===== config.mk =====
export PLATFORM = sky130hd
export DESIGN_NAME = eq_mask_decoder
export DESIGN_NICKNAME = d
export VERILOG_FILES = /design/src/rtl/eq_pkg.sv /design/src/rtl/eq_bit_decode.sv /design/src/rtl/eq_mask_decoder.sv
export SDC_FILE = /design/constraint.sdc
export NUM_CORES = 1
export LEC_CHECK = 0
export ABC_CLOCK_PERIOD_IN_PS = 1900
export BUFFER_PORTS_ARGS = -buffer_cell sky130_fd_sc_hd__clkbuf_2
export CORE_MARGIN = 5
export CORE_UTILIZATION = 50
export DETAILED_ROUTE_END_ITERATION = 6
export PLACE_DENSITY_LB_ADDON = 0.05
export SLEW_MARGIN = 20
export SYNTH_ARGS = -nofsm -noshare
export SYNTH_HDL_FRONTEND = slang
export SYNTH_SLANG_ARGS = --single-unit

===== constraint.sdc =====
create_clock -name clk -period 1.9 [get_ports clk]
set_input_delay 0.19 -clock clk [delete_from_list [all_inputs] [get_ports clk]]
set_output_delay 0.19 -clock clk [all_outputs]
set_load 0.1 [all_outputs]

===== src/rtl/eq_pkg.sv =====
// Shared definitions for the equality-mask decoder: default word width and FSM states.
package eq_pkg;

    localparam int DEFAULT_WIDTH = 5;

    typedef enum logic [1:0] {
        IDLE  = 2'd0,
        SHIFT = 2'd1,
        DONE  = 2'd2
    } state_t;

endpackage : eq_pkg


===== src/rtl/eq_bit_decode.sv =====
// One-bit decode: recovers y from known x and equality flag e (y = x when equal, else ~x).
module eq_bit_decode (
    input  logic x,
    input  logic e,
    output logic y
);

    assign y = ~(x ^ e);

endmodule : eq_bit_decode


===== src/rtl/eq_mask_decoder.sv =====
// Serial reconstruction of operand y from a known operand x and a per-bit equality mask.
module eq_mask_decoder
    import eq_pkg::*;
#(
    parameter int WIDTH = DEFAULT_WIDTH
) (
    input  logic             clk,
    input  logic             rst_n,
    input  logic             in_valid,
    output logic             in_ready,
    input  logic [WIDTH-1:0] ref_word,
    input  logic [WIDTH-1:0] eq_mask,
    output logic             out_valid,
    input  logic             out_ready,
    output logic [WIDTH-1:0] out_word,
    output logic             all_equal,
    output logic             busy
);

    localparam int               CNT_W    = $clog2(WIDTH + 1);
    localparam logic [CNT_W-1:0] LAST_CNT = CNT_W'(WIDTH);

    state_t           state;
    state_t           state_nxt;
    logic [CNT_W-1:0] cnt;
    logic [WIDTH-1:0] x_sr;
    logic [WIDTH-1:0] m_sr;
    logic             accept;
    logic             shift_en;
    logic             bit_y;
    logic             in_ready_nxt;
    logic             out_valid_nxt;
    logic             busy_nxt;

    eq_bit_decode u_bit_decode (
        .x (x_sr[0]),
        .e (m_sr[0]),
        .y (bit_y)
    );

    always_comb begin
        state_nxt = state;
        accept    = 1'b0;
        shift_en  = 1'b0;
        case (state)
            IDLE: begin
                if (in_valid && in_ready) begin
                    accept    = 1'b1;
                    state_nxt = SHIFT;
                end
            end
            SHIFT: begin
                // The counter reaches WIDTH one cycle after the last bit, which
                // gives the WIDTH+1 accept-to-valid latency.
                if (cnt == LAST_CNT) begin
                    state_nxt = DONE;
                end else begin
                    shift_en = 1'b1;
                end
            end
            DONE: begin
                if (out_ready) begin
                    state_nxt = IDLE;
                end
            end
            default: state_nxt = IDLE;
        endcase
        in_ready_nxt  = (state_nxt == IDLE);
        out_valid_nxt = (state_nxt == DONE);
        busy_nxt      = (state_nxt != IDLE);
    end

    always_ff @(posedge clk or negedge rst_n) begin
        if (!rst_n) begin
            state     <= IDLE;
            in_ready  <= 1'b0;
            out_valid <= 1'b0;
            busy      <= 1'b0;
        end else begin
            state     <= state_nxt;
            in_ready  <= in_ready_nxt;
            out_valid <= out_valid_nxt;
            busy      <= busy_nxt;
        end
    end

    always_ff @(posedge clk or negedge rst_n) begin
        if (!rst_n) begin
            cnt       <= '0;
            x_sr      <= '0;
            m_sr      <= '0;
            out_word  <= '0;
            all_equal <= 1'b0;
        end else if (accept) begin
            cnt       <= '0;
            x_sr      <= ref_word;
            m_sr      <= eq_mask;
            all_equal <= 1'b1;
        end else if (shift_en) begin
            // Decoded bits enter at the MSB; after WIDTH shifts bit i sits at position i.
            cnt       <= cnt + 1'b1;
            x_sr      <= x_sr >> 1;
            m_sr      <= m_sr >> 1;
            out_word  <= {bit_y, out_word[WIDTH-1:1]};
            all_equal <= all_equal & m_sr[0];
        end
    end

endmodule : eq_mask_decoder


==> impl_metrics.toml <==
[sta]
clock_skew_ns = 0.005479
fin_setup_tns_ns = 0
fmax_ghz = 0.6006
final.min_clock_period_ns = 1.665
finalHoldViolations = 0
rsz0062_at_grt = "no"
hold_ws_ns = 0.09740
period_share_pct = 87.62
maxSlewHeadroom_pct = 62.77
drv_slew = 0
worstMarginPinSlew_ns = 0.5585
setup_viol = 0

[clock_tree]
root_buffer = "clkbuf_4"
numCtsBuffers = 3
path_clk_slew_ns = 0.13
hold_buffers = 1
cts-resized-gates = 0
cts_setup_buffers = 0
cts.sinks = 24
clk_path_buf_depth = 2
clock_latency_ns = 0.31
htreeDepth = 1
cts_tree = "done"

[synthesis]
synth.area.mux_share_pct = 4.230
avgSynthCellArea_um2 = 11.57
synth_area_mm2 = 0.001065
synth-seq-cells = 24
synth_compound_area_share_pct = 17.51
syn_nets = 108
synth_warnings = 0
synth_cell_types = 29
yosysTopAreaCellShare_pct = 56.40
yosys.area_share.simple_pct = 14.81
synth_cells = 92
synth_fa_ha_area_share_pct = 2.350
yosysTopAreaCell = "dfrtp_1"
yosysSeqAreaShare_pct = 56.40
synth_xor_area_share_pct = 0.8226
synth_top_family_by_area = "compound AO/OA/AOI/OAI gates"
ys_top_cells_by_area = "dfrtp_1, mux2_1, a221o_1, a22o_1, o21ai_1"

[cells_and_area]
drive_gt1_share_pct = 28.81
regArea_um2 = 600.6
antennaDiodeCount = 0
syn_to_final_growth_pct = 19.39
final_cell_mix = "dfrtp_1, clkbuf_2, o21ai_1"
fill_cells = 180
final_nets = 135
final_common_cell = "dfrtp_1"
multi_input_area_um2 = 422.9

[floorplan]
start_util_pct = 53.19
core_mm2 = 0.002002
die_w_um = 56.15
die_h_um = 56.15
std_cell_rows = 16
dieArea_mm2 = 0.003152
io_pins = 23

[route]
firstDrtPassIters = 4
drtIter0Drc = 25
via_count = 779
wl_per_cell_um = 13.54
ant_nets = 0
vias_per_cell = 5.372
route.detailed.drc = 0
finalWirelength_um = 1963

[critical_path]
start_kind = "flop"
crit_start = "cnt[1]"
r2r_cells = 6
cp.arrival_ns = 1.87
slowest_delay_ns = 0.41
crit-reg2reg-capture = "m_sr[2]"
cp_max_fo = 9
worstSetupPathType = "flop to flop"
crit_slowest_cell = "dfrtp_1"
endpoint_kind = "flop"
crit_path_end = "m_sr[2]"
regToRegSetupSlack_ns = 0.24
crit_path_cell_trace = "inv_1 -> ha_1 -> and2_1 -> nor2_1 -> buf_4 -> a221o_1"
reg2reg_from = "cnt[1]"
crit_required_ns = 2.11

[global_route]
antenna_found_initial = 0
grt_pass1_wl_um = 3505
grt_overflow = 0
grt_max_degree = 25
grt_pass1_vias = 804
grtUsageTotal_pct = 14.04

[place]
dp_hpwl_um = 1524
portBuffers = 22
globalplace.congestion = 0.7332

[worst_hold_path]
min_path_type = "input port to flop"

[outcome]
outcome = "finished clean"

[run]
drv_cap = 0
-- flip-flops by register name, summed over array words and instances, names as in the netlist --
| name | count |
|---|---|
| out_valid | 1 |
| all_equal | 1 |
| cnt | 3 |
| x_sr | 5 |
| busy | 1 |
| in_ready | 1 |
| m_sr | 5 |
| state | 2 |
| out_word | 5 |
-- worst min path at each step --
| stage | start | end | slack, ns | cells past startpoint |
|---|---|---|---|---|
| global placement | rst_n | out_word[2] | 0.20 | 1 |
| global route | eq_mask[4] | m_sr[4] | 0.09 | 2 |
| finish | ref_word[4] | x_sr[4] | 0.1 | 2 |
| CTS | eq_mask[4] | m_sr[4] | 0.08 | 2 |
| detailed placement | rst_n | out_word[0] | 0.21 | 1 |
| floorplan | rst_n | all_equal | -0.11 | 0 |
-- cell usage after synthesis, drive strengths merged --
cell     number
ha            2
a21oi         4
mux2          4
dfrtp        24
xor2          1
or3           3
o21ai         8
and2          5
nand3         4
nor3          1
nand4bb       1
nand2b        2
inv           3
buf           4
clkbuf        1
a221o         4
and4bb        1
nand2         3
a31oi         4
nor2          6
nor2b         1
a22o          4
o31ai         2
-- cell families after synthesis --
family / after synthesis
mux: 4
simple gates: 27
fa+ha+maj: 2
buf+inv: 8
xor+xnor: 1
compound gates: 26
flops: 24
-- stage by stage --
step                      cell area, µm²  cells  setup WS, ns  utilization [%]
after floorplan                     1065     92        0.1243                -
after global placement              1209    140        0.3185            60.38
after detailed placement            1209    140        0.2430            60.38
after CTS                           1271    145        0.2442            63.50
after global routing                1271    145        0.1567            63.50
final                               1271    145        0.2351            63.50
-- layer usage --
layer	vias up	track usage (%)	wire length [µm]
met3	2	3.248	122
li1	386	-	-
met2	20	21.70	887
met5	-	0	0
met1	371	18.73	941
met4	0	6.102	12
-- worst max-delay path, delay by kind of cell, from the launching register on --
kind,cells,cell delay [ns]
buffers and inverters,2,0.23
flip-flops,1,0.41
adder cells (fa/ha/maj),1,0.16
AO/OA/AOI/OAI,1,0.34
AND/OR/NAND/NOR,2,0.42
-- cell type report --
cell class              count  area share (%)
repair buffers             27           11.81
clock inverters             1           2.362
flip-flops and latches     24           47.24
inverters                   3          0.8858
clock buffers               3           1.772
well taps                  27           2.657
multi-input cells          60           33.27
Power is not shown: default switching activity piles up to over one toggle a cycle in this logic, so the estimate is an artifact.
